### src/rtl/xor_result_packer.sv
// Packs the 1-bit XOR result stream LSB-first into WIDTH-bit words and queues them
// for a valid/ready consumer. Optional: `define RESULT_PARITY_EN adds out_parity.
module xor_result_packer #(
    parameter int WIDTH = 8,
    parameter int DEPTH = 2
) (
    input  logic                     clk,
    input  logic                     rst,
    input  logic                     in_valid,
    input  logic                     in_bit,
    input  logic                     flush,
    input  logic                     out_ready,
    input  logic                     clr_err,
    output logic                     out_valid,
    output logic [WIDTH-1:0]         out_data,
    output logic [$clog2(WIDTH):0]   out_len,
    output logic [$clog2(WIDTH):0]   fill_cnt,
    output logic                     overflow
`ifdef RESULT_PARITY_EN
    ,
    output logic                     out_parity
`endif
);

    localparam int CW = $clog2(WIDTH) + 1;
    localparam int AW = $clog2(DEPTH);

    // Handshake: a word transfers on the rising edge where out_valid && out_ready;
    // the head holds steady otherwise. The input side cannot be stalled.

    typedef enum logic {
        S_IDLE,
        S_FILL
    } acc_state_e;

    acc_state_e        state_q;
    logic [WIDTH-1:0]  acc_q;
    logic [CW-1:0]     cnt_q;

    logic [WIDTH-1:0]  acc_d;
    logic [CW-1:0]     cnt_d;
    logic              push;

    logic [WIDTH-1:0]  mem_data [DEPTH];
    logic [CW-1:0]     mem_len  [DEPTH];
`ifdef RESULT_PARITY_EN
    logic              mem_par  [DEPTH];
`endif
    logic [AW-1:0]     rd_q, wr_q;
    logic [AW:0]       used_q;
    logic              ovf_q;

    logic              full, pop, wr_en, drop;

    // acc_d/cnt_d describe the word including this cycle's bit; the commit
    // decision is taken on that view so a completing bit plus flush makes one word.
    always_comb begin
        acc_d = (state_q == S_IDLE) ? '0 : acc_q;
        cnt_d = cnt_q;
        if (in_valid) begin
            acc_d = acc_d | (WIDTH'(in_bit) << cnt_q);
            cnt_d = cnt_q + CW'(1);
        end
        push = (cnt_d == CW'(WIDTH)) || (flush && (cnt_d != '0));
    end

    always_ff @(posedge clk or negedge rst) begin
        if (!rst) begin
            state_q <= S_IDLE;
            acc_q   <= '0;
            cnt_q   <= '0;
        end else if (push) begin
            state_q <= S_IDLE;
            acc_q   <= '0;
            cnt_q   <= '0;
        end else if (in_valid) begin
            state_q <= S_FILL;
            acc_q   <= acc_d;
            cnt_q   <= cnt_d;
        end
    end

    assign full  = (used_q == (AW+1)'(DEPTH));
    assign pop   = (used_q != '0) && out_ready;
    assign wr_en = push && (!full || pop);
    assign drop  = push && full && !pop;

    always_ff @(posedge clk or negedge rst) begin
        if (!rst) begin
            rd_q   <= '0;
            wr_q   <= '0;
            used_q <= '0;
            ovf_q  <= 1'b0;
            for (int i = 0; i < DEPTH; i++) begin
                mem_data[i] <= '0;
                mem_len[i]  <= '0;
`ifdef RESULT_PARITY_EN
                mem_par[i]  <= 1'b0;
`endif
            end
        end else begin
            if (wr_en) begin
                mem_data[wr_q] <= acc_d;
                mem_len[wr_q]  <= cnt_d;
`ifdef RESULT_PARITY_EN
                mem_par[wr_q]  <= ^acc_d;
`endif
                wr_q <= wr_q + AW'(1);
            end
            if (pop) begin
                rd_q <= rd_q + AW'(1);
            end
            if (wr_en && !pop) begin
                used_q <= used_q + (AW+1)'(1);
            end else if (pop && !wr_en) begin
                used_q <= used_q - (AW+1)'(1);
            end
            // A drop wins over a simultaneous clear so no loss goes unreported.
            if (drop) begin
                ovf_q <= 1'b1;
            end else if (clr_err) begin
                ovf_q <= 1'b0;
            end
        end
    end

    assign out_valid = (used_q != '0);
    assign out_data  = out_valid ? mem_data[rd_q] : '0;
    assign out_len   = out_valid ? mem_len[rd_q]  : '0;
    assign fill_cnt  = cnt_q;
    assign overflow  = ovf_q;
`ifdef RESULT_PARITY_EN
    assign out_parity = out_valid ? mem_par[rd_q] : 1'b0;
`endif

endmodule

### config.mk
export PLATFORM = sky130hd
export DESIGN_NAME = xor_result_packer
export DESIGN_NICKNAME = d
export VERILOG_FILES = /design/src/rtl/xor_result_packer.sv
export SDC_FILE = /design/constraint.sdc
export NUM_CORES = 1
export LEC_CHECK = 0
export BUFFER_PORTS_ARGS = -buffer_cell sky130_fd_sc_hd__buf_2
export CAP_MARGIN = 20
export CORE_UTILIZATION = 35
export DETAILED_ROUTE_END_ITERATION = 12
export GPL_ROUTABILITY_DRIVEN = 0
export PLACE_DENSITY_LB_ADDON = 0.15
export SLEW_MARGIN = 20
export SYNTH_ARGS = -nofsm -noshare
export SYNTH_HDL_FRONTEND = slang
export SYNTH_SLANG_ARGS = --single-unit
### constraint.sdc
create_clock -name clk -period 2.2 [get_ports clk]
set_clock_uncertainty 0.05 [all_clocks]
set_input_delay 0.22 -clock clk [delete_from_list [all_inputs] [get_ports clk]]
set_output_delay 0.22 -clock clk [all_outputs]
set_load 0.01 [all_outputs]
==> impl_metrics.py, run 1 <==
metrics = {
    "drt": {
        "wl_met2_microns": 2010,
        "vias": 1425,
        "drcViolationCount": 0,
        "via_per_inst": 4.90,
        "drt-wirelength-per-cell_microns": 15.0,
        "met1_length_microns": 2150,
        "first_iter_violations": 98,
        "highest_layer": "met4",
        "wl_met3_microns": 134,
        "ant_nets": 0,
        "finalWirelength_microns": 4370,
        "first_pass_iters": 4,
    },
    "sta": {
        "fin_ws_ns": 0.0147,
        "grt_setup_unrepaired": "yes",
        "hold_viol_final": 0,
        "slew_violations": 0,
        "fin_crit_sh_pct": 99.3,
        "period_minus_slack_ns": 2.19,
        "worstMarginPinSlew_ns": 0.624,
        "max_freq_mhz": 458,
        "max_slew_margin_pct": 58.3,
        "setup_violations": 0,
    },
    "synthesis": {
        "synth_top_family_by_area": "multiplexers",
        "synthTopCellsByArea": "dfrtp_1, mux2_4, mux2i_1",
        "yosysTopAreaCellShare_pct": 48.2,
        "ys_seq_area_share_pct": 48.2,
        "synth_top_cell_by_area": "dfrtp_1",
        "synth_compound_area_share_pct": 9.24,
        "netlist_instances": 177,
        "synthFlopType": "dfrtp_1",
        "synthSimpleGateAreaFrac_pct": 12.2,
        "synth_edf_count": 0,
        "synth_commonest_cells": "dfrtp_1, nor2_1, mux2_4, mux2i_1, a22o_1",
        "synthArstFlopShare_pct": 100,
        "syn_area_sq_mm": 0.00218,
        "yosys_warnings": 0,
        "synthAdderAreaFrac_pct": 1.15,
        "syn_nets": 186,
        "yosysMostFrequentCell": "dfrtp_1",
        "synthDistinctLibCells": 31,
        "syn_avg_cell_area_sq_um": 12.3,
        "synth-seq-cells": 42,
        "synthMuxAreaShare_pct": 21.9,
        "synth-xor-area-share_pct": 4.02,
    },
    "pwr": {
        "irDropWorstVdd_v": 0.000611,
        "swShare_pct": 36.3,
        "power.switching_mw": 1.28,
        "sequentialPowerShare_pct": 36.3,
        "pwr-share-clk_pct": 13.8,
        "p_leak_nw": 1.32,
        "fin_total_pwr_mw": 3.53,
        "combPwrFrac_pct": 49.8,
        "power_per_cell_area_mw_per_mm2": 1340,
        "internal_power_mw": 2.25,
    },
    "layout": {
        "ff_latch_area_sq_mm": 0.00105,
        "nets": 226,
        "fin_util_pct": 44.3,
        "fillCellCount": 577,
        "drive_gt1_share_pct": 40.3,
        "stdcell_count": 291,
        "multi_input_area_sq_mm": 0.00110,
        "antenna_cells": 0,
        "syn_to_final_growth_pct": 21.0,
    },
    "placed_design": {
        "place.port_buffers": 24,
        "dp_hpwl_microns": 3200,
        "dp_cells": 280,
        "dp_slack_ns": -0.0267,
    },
    "die": {
        "die_area_sq_mm": 0.00655,
        "dieWidth_microns": 80.9,
        "start_util_pct": 36.6,
        "die_h_microns": 80.9,
        "num_rows": 28,
        "core_area_sq_mm": 0.00596,
        "io_pins": 25,
    },
    "min_path": {
        "holdCritStartpoint": "clr_err",
        "hold_path_depth": 3,
        "hold_path.class": "in -> reg",
        "min_to": "overflow",
    },
    "global_routing": {
        "grt_overflow": 0,
        "grt_max_degree": 22,
        "antenna_found_initial": 0,
        "first_global_vias": 1421,
        "grt_usage_pct": 15.1,
        "grt_pass1_wl_microns": 7320,
    },
    "worst_setup_path": {
        "crit_fanout": 12,
        "crit_required_ns": 2.33,
        "crit_path_start_kind": "flop",
        "r2r_start": "fill_cnt[1]",
        "cp-end-kind": "flop",
        "rr_endpoint": "mem_len[1]",
        "rr_worst_depth": 5,
        "worstSetupPathType": "reg -> reg",
        "cp.arrival_ns": 2.32,
        "r2r_setup_slack_ns": 0.01,
    },
    "clock_tree": {
        "cts_buffers": 5,
        "root_buffer": "clkbuf_8",
        "clock_latency_ns": 0.29,
        "cts.sinks": 42,
        "htreeDepth": 2,
        "cts_buffer_depth": 2,
        "clkSlewWorstSetupHoldPaths_ns": 0.08,
        "cts_tree": "built",
    },
    "flow_run": {
        "cap_violations": 0,
    },
    "outcome": {
        "status": "finished clean",
    },
}
==> worst max path at each step <==
| stage | from | endpoint | cells after the start |
|---|---|---|---|
| 2_1_floorplan | fill_cnt[1] | used_q[1] | 7 |
| 3_3_place_gp | fill_cnt[1] | used_q[1] | 7 |
| 6_report | fill_cnt[1] | mem_len[1] | 5 |
| 4_1_cts | fill_cnt[1] | used_q[1] | 7 |
| 5_1_grt | fill_cnt[1] | used_q[1] | 8 |
| 3_5_place_dp | fill_cnt[1] | used_q[1] | 6 |
==> flip-flops by register name, summed over array words and instances (netlist names) <==
signal and count:
wr_q 1, acc_q 8, mem_data 16, mem_len 8, fill_cnt 4, state_q 1, rd_q 1, used_q 2
overflow 1
==> critical path: stages (launching register included) <==
cell	delay [ns]
dfrtp_2	0.45
or4_4	0.58
o311a_4	0.19
a211oi_4	0.26
buf_12	0.20
mux2_2	0.34
==> power groups by stage <==
| stage | logic (mW) | clock network (mW) | registers, mW |
|---|---|---|---|
| global route | 1.91 | 0.537 | 1.32 |
| global placement | 1.64 | 0 | 1.27 |
| CTS | 1.70 | 0.501 | 1.28 |
| detailed placement | 1.68 | 0 | 1.29 |
| finish | 1.76 | 0.488 | 1.28 |
| floorplan | 1.25 | 0 | 1.21 |
==> layout make-up <==
class,count,area share (%)
flip-flops and latches,42,40.0
inverters,4,0.570
well taps,75,3.56
clock buffers,6,3.13
multi-input cells,122,41.9
repair buffers,42,10.9
==> metal layers <==
metal / track usage [%] / vias up
met4: 5.71 / 0
met5: 0 / -
met1: 20.6 / 700
li1: - / 690
met3: 3.37 / 8
met2: 23.4 / 27
==> kinds of logic after synthesis <==
logic type / after synthesis
AND/OR/NAND/NOR: 55
flip-flops: 42
multiplexers: 37
AO/OA/AOI/OAI: 18
buffers and inverters: 13
XOR/XNOR: 10
adder cells (fa/ha/maj): 2
==> cells in the final DEF, fill, tap and decap left out, drive strengths merged, types with 2 or more instances in the layout <==
cell    netlist  layout
buf           5      41
or2           3       3
nand2         4       4
nor2         30      30
a22o          9       9
mux2i        12      12
inv           4       4
clkbuf        4       6
xor2          6       6
nor3b         3       3
o211a         2       2
nor3          6       6
dfrtp        42      42
xnor2         4       4
and3b         2       2
mux2         25      25
a211oi        3       3
ha            2       2
and2          3       3
==> repair_timing <==
action / CTS / global route
hold buffers: 1 / 0
setup endpoints to repair: 4 / 25
setup buffers: 0 / 4
pin swaps: 1 / 2
gates resized for setup: 2 / 4
endpoints found under the hold margin: 21 / 0
gates cloned: 0 / 0
==> per-stage QoR <==
stage          hold WS (ns)  TNS (ns)  instance area (sq um)
2_1_floorplan        -0.126         0                   2200
3_3_place_gp         0.0168         0                   2480
3_5_place_dp         0.0236   -0.0420                   2480
4_1_cts               0.158         0                   2580
5_1_grt               0.185    -0.233                   2640
6_report              0.163         0                   2640
No activity file was read; power rests on OpenSTA's default activity.
==> run 2, diff against run 1 <==
- CORE_MARGIN: not set -> 8
- SKIP_LAST_GASP: not set -> 1
==> run 2 against run 1 <==
  * The run now ends with setup timing left
  * Critical path depth increased by 1
  * Final area grew 0.76%
  * Total power is 3.4% higher
  * Sequential power rose by 4%
  * Routed wire length grew 12%
  * Die area up 38%
  * Sequential share of layout area shrank 0.30 points
  * Cell count rose by 0.69%
  * Global-route usage down 3.7 points
  * Critical endpoint is now mem_len[4]
  * Largest cell class unchanged
==> impl_metrics.py, run 2 (synthesis gave the netlist of run 1 again) <==
metrics = {
    "sta": {
        "max_slew_margin_pct": 45.8,
        "slew_violations": 0,
        "whs_ns": 0.183,
        "period_minus_slack_ns": 2.27,
        "max_freq_mhz": 440,
        "setup_violations": 13,
        "fin_crit_sh_pct": 103,
        "worstMarginPinSlew_ns": 0.813,
        "fin_ws_ns": -0.0709,
        "hold_viol_final": 0,
        "finalSetupTns_ns": -0.724,
        "grt_setup_unrepaired": "yes",
    },
    "drt": {
        "finalWirelength_microns": 4890,
        "vias": 1422,
        "first_pass_iters": 4,
        "drt-wirelength-per-cell_microns": 16.7,
        "ant_nets": 0,
        "via_per_inst": 4.85,
        "drcViolationCount": 0,
        "first_iter_violations": 98,
    },
    "global_routing": {
        "use_met1_pct": 15.2,
        "grt_usage_pct": 11.4,
        "top_usage_layer": "met2",
        "first_global_vias": 1511,
        "grt_pass1_wl_microns": 8020,
        "grt_use_met2_pct": 17.7,
        "grt_max_degree": 28,
        "use_met3_pct": 2.78,
        "grt_overflow": 0,
        "antenna_found_initial": 0,
    },
    "die": {
        "core_area_sq_mm": 0.00596,
        "num_rows": 28,
        "start_util_pct": 36.6,
        "io_pins": 25,
        "dieWidth_microns": 94.9,
        "die_area_sq_mm": 0.00901,
        "die_h_microns": 94.9,
    },
    "clock_tree": {
        "cts.sinks": 42,
        "cts_buffers": 5,
        "cts_buffer_depth": 2,
        "clock_latency_ns": 0.29,
        "root_buffer": "clkbuf_8",
        "clkSlewWorstSetupHoldPaths_ns": 0.08,
        "cts_tree": "built",
        "htreeDepth": 2,
    },
    "layout": {
        "top_register": "mem_data",
        "mostFrequentLayoutCell": "dfrtp_1",
        "final_cell_mix": "dfrtp_1, nor2_1, buf_2, mux2_4, buf_4",
        "fin_util_pct": 44.6,
        "stdcell_count": 293,
        "drive_gt1_share_pct": 40.8,
        "syn_to_final_growth_pct": 21.9,
        "nets": 226,
        "largest_register_ffs": 16,
        "fillCellCount": 588,
        "antenna_cells": 0,
        "reg_top3": "mem_data (16), acc_q (8), mem_len (8)",
    },
    "worst_setup_path": {
        "r2r_start": "fill_cnt[0]",
        "crit_required_ns": 2.33,
        "r2r_setup_slack_ns": -0.07,
        "crit_path_start_kind": "flop",
        "crit_fanout": 5,
        "worstSetupPathType": "reg -> reg",
        "rr_endpoint": "mem_len[4]",
        "rr_worst_depth": 6,
        "cp.arrival_ns": 2.40,
        "cp-end-kind": "flop",
    },
    "placed_design": {
        "place.port_buffers": 24,
        "dp_cells": 281,
        "dp_hpwl_microns": 3480,
    },
    "min_path": {
        "hold_path.class": "in -> reg",
        "holdCritStartpoint": "clr_err",
        "min_to": "overflow",
        "hold_path_depth": 3,
    },
    "pwr": {
        "power.switching_mw": 1.32,
        "irDropWorstVdd_v": 0.000595,
        "power_per_cell_area_mw_per_mm2": 1370,
        "pwr-share-clk_pct": 16.5,
        "sequentialPowerShare_pct": 36.3,
        "internal_power_mw": 2.33,
        "p_leak_nw": 1.33,
        "swShare_pct": 36.2,
        "combPwrFrac_pct": 47.2,
    },
    "outcome": {
        "violations": "setup timing",
        "status": "finished with violations",
    },
    "flow_run": {
        "cap_violations": 0,
    },
}
-- run 2: cell type report --
type                    instances  area [sq um]  share of cell area [%]
clock buffers                   5          68.8                    2.59
well taps                      75          93.8                    3.53
flip-flops and latches         42          1050                    39.7
inverters                       4          15.0                   0.565
clock inverters                 3          40.0                    1.51
multi-input cells             122          1090                    41.2
repair buffers                 42           290                    10.9
-- run 2: power groups by stage --
| stage | registers [mW] | logic, mW | clock network (mW) |
|---|---|---|---|
| 2_1_floorplan | 1.21 | 1.25 | 0 |
| 3_3_place_gp | 1.31 | 1.64 | 0 |
| 3_5_place_dp | 1.34 | 1.67 | 0 |
| 4_1_cts | 1.33 | 1.70 | 0.620 |
| 5_1_grt | 1.37 | 1.86 | 0.658 |
| 6_report | 1.33 | 1.72 | 0.600 |
-- run 2: worst max path at each step --
| stage | start | endpoint | slack, ns | cells after the start |
|---|---|---|---|---|
| final | fill_cnt[0] | mem_len[4] | -0.07 | 6 |
| after global routing | fill_cnt[0] | used_q[1] | -0.12 | 8 |
| after CTS | fill_cnt[1] | used_q[1] | -0.01 | 7 |
| after detailed placement | fill_cnt[0] | used_q[1] | -0.03 | 8 |
| after global placement | fill_cnt[1] | used_q[1] | 0.05 | 7 |
| after floorplan | fill_cnt[1] | used_q[1] | 0.01 | 7 |
-- run 2: metrics by stage --
stage               cell area, sq um  power, mW  setup slack, ns
floorplan                       2200       2.46           0.0149
global placement                2490       2.95           0.0550
detailed placement              2490       3.01          -0.0312
CTS                             2620       3.65          -0.0142
global route                    2660       3.88           -0.118
finish                          2660       3.65          -0.0709
-- run 2: what timing repair did --
item	in CTS	in global routing
pin swaps	2	5
buffers inserted	0	3
endpoints found under the setup margin	5	4
hold buffers	1	0
hold endpoints to repair	15	0
resized for setup	2	5
cloned	0	0
-- run 2: layer usage --
metal | vias up | part of all wire [%]
met1 | 706 | 49
met4 | 0 | 0.86
met5 | - | 0
met2 | 24 | 47
met3 | 4 | 3.6
li1 | 688 | -
-- run 2: worst max-delay path, stage by stage (launching register included) --
cell and delay, ns:
dfrtp_2 0.45, ha_4 0.19, xor2_2 0.19, o311a_4 0.45, a211oi_4 0.33, buf_6 0.17, mux2_2 0.33
==> run 3, diff against run 2 <==
- RECOVER_POWER: not set -> 100
==> run 3 against run 2 <==
  * The run still ends with setup timing left
  * Final area fell by 0.24%
  * Non-clock buffer count unchanged
  * Hold slack hardly changed
  * Sequential power about the same
  * Total power barely moved
  * Combinational power barely moved
  * Critical path depth did not move
  * Critical endpoint unchanged
  * Worst setup slack about the same
  * Global-route usage unchanged
  * Routed wire length down 0.12%
==> impl_metrics.py, run 3 (synthesis gave the netlist of run 1 again) <==
metrics = {
    "outcome": {
        "status": "finished with violations",
        "violations": "setup timing",
    },
    "clock_tree": {
        "root_buffer": "clkbuf_8",
        "cts_buffer_depth": 2,
        "cts_tree": "built",
        "clock_latency_ns": 0.29,
        "htreeDepth": 2,
        "cts.sinks": 42,
        "cts_buffers": 5,
        "clkSlewWorstSetupHoldPaths_ns": 0.08,
    },
    "pwr": {
        "fin_total_pwr_mw": 3.64,
        "power_per_cell_area_mw_per_mm2": 1380,
        "swShare_pct": 36.2,
        "irDropWorstVdd_v": 0.000595,
        "combPwrFrac_pct": 47.2,
        "p_leak_nw": 1.32,
        "sequentialPowerShare_pct": 36.4,
        "power.switching_mw": 1.32,
        "internal_power_mw": 2.33,
        "pwr-share-clk_pct": 16.5,
    },
    "global_routing": {
        "antenna_found_initial": 0,
        "grt_overflow": 0,
        "grt_usage_pct": 11.4,
        "grt_max_degree": 28,
        "first_global_vias": 1511,
        "grt_pass1_wl_microns": 8020,
    },
    "worst_setup_path": {
        "crit_slowest_cell": "dfrtp_2",
        "crit_fanout": 5,
        "critical_path.max_stage_delay_ns": 0.45,
        "path_cells": "ha_4 -> xor2_2 -> o311a_4 -> a211oi_4 -> buf_6 -> mux2_2",
        "cp.arrival_ns": 2.40,
        "worstSetupPathType": "reg -> reg",
        "cp-end-kind": "flop",
        "crit_path_start_kind": "flop",
        "cp_num_buf_inv": 1,
        "crit_required_ns": 2.33,
        "critPathTopFamily": "compound AO/OA/AOI/OAI gates",
    },
    "sta": {
        "slew_violations": 0,
        "grt_setup_unrepaired": "yes",
        "hold_viol_final": 0,
        "fin_ws_ns": -0.0710,
        "setup_violations": 13,
        "fin_crit_sh_pct": 103,
        "max_slew_margin_pct": 40.5,
        "max_freq_mhz": 440,
        "worstMarginPinSlew_ns": 0.892,
        "period_minus_slack_ns": 2.27,
    },
    "die": {
        "core_area_sq_mm": 0.00596,
        "dieWidth_microns": 94.9,
        "num_rows": 28,
        "start_util_pct": 36.6,
        "die_h_microns": 94.9,
        "die_area_sq_mm": 0.00901,
        "io_pins": 25,
    },
    "drt": {
        "via_per_inst": 4.85,
        "ant_nets": 0,
        "drcViolationCount": 0,
        "finalWirelength_microns": 4880,
        "first_pass_iters": 4,
        "first_iter_violations": 84,
        "drt-wirelength-per-cell_microns": 16.7,
        "vias": 1422,
    },
    "layout": {
        "antenna_cells": 0,
        "fin_util_pct": 44.5,
        "reg_top3": "mem_data (16), acc_q (8), mem_len (8)",
        "top_register": "mem_data",
        "final_cell_mix": "dfrtp_1, nor2_1, buf_2, mux2_4",
        "drive_gt1_share_pct": 39.4,
        "fillCellCount": 588,
        "mostFrequentLayoutCell": "dfrtp_1",
        "largest_register_ffs": 16,
        "syn_to_final_growth_pct": 21.6,
        "nets": 226,
    },
    "min_path": {
        "hold_path.class": "in -> reg",
    },
    "flow_run": {
        "cap_violations": 0,
    },
    "placed_design": {
        "dp_hpwl_microns": 3480,
        "place.port_buffers": 24,
    },
}
## run 3: path summary, 6_finish.rpt
path	slack (ns)	end	cells after the start	startpoint
setup reg to reg	-0.07	mem_len[4]	6	fill_cnt[0]
setup / recovery	-0.07	mem_len[4]	6	fill_cnt[0]
min in group asynchronous	0.51	mem_data[5]	2	rst
hold reg to reg	0.45	wr_q	1	wr_q
hold / removal	0.18	overflow	3	clr_err
max in group asynchronous	0.33	fill_cnt[1]	3	rst
## run 3: routing by layer
metal	vias to the layer above	wire length (microns)	global-route usage (%)
li1	689	-	-
met1	703	2340	15.2
met2	26	2310	17.7
met3	4	186	2.78
met4	0	42	4.16
met5	-	0	0
## run 3: final cells by class
cell class	count	area, sq um	share of cell area, %
clock buffer	5	68.8	2.60
clock inverter	3	40.0	1.51
inverter	4	15.0	0.567
multi-input combinational	122	1090	41.3
sequential	42	1050	39.8
tap	75	93.8	3.54
timing repair buffer	42	284	10.7
## run 3: power by group through the flow
stage | logic [mW] | clock network [mW] | registers, mW
floorplan | 1.25 | 0 | 1.21
global placement | 1.64 | 0 | 1.31
detailed placement | 1.67 | 0 | 1.34
CTS | 1.70 | 0.620 | 1.33
global route | 1.86 | 0.658 | 1.37
finish | 1.72 | 0.600 | 1.33
## run 3: what timing repair did
item / in CTS / in global routing
hold endpoints to repair: 15 / 0
gates resized for setup: 2 / 5
setup buffers: 0 / 3
hold buffers: 1 / 0
pin swaps: 2 / 5
endpoints found under the setup margin: 5 / 4
## run 3: per-stage QoR
step / cell area (sq um) / cells / hold slack [ns] / setup WS, ns / setup TNS, ns
after global routing: 2650 / 293 / 0.188 / -0.118 / -1.51
after floorplan: 2200 / 177 / -0.126 / 0.0149 / 0
final: 2650 / 293 / 0.183 / -0.0710 / -0.724
after global placement: 2490 / 281 / 0.0951 / 0.0550 / 0
after CTS: 2620 / 290 / 0.178 / -0.0142 / -0.0142
after detailed placement: 2490 / 281 / 0.111 / -0.0312 / -0.0882
## run 3: worst register-to-register path: cells and delay by family, from the launching register on
family | cells | cell delay, ns
muxes | 1 | 0.33
xor gates and xnor gates | 1 | 0.19
DFF | 1 | 0.45
AOI/OAI and AO/OA | 2 | 0.78
buffers and inverters | 1 | 0.17
adders and majority gates | 1 | 0.19
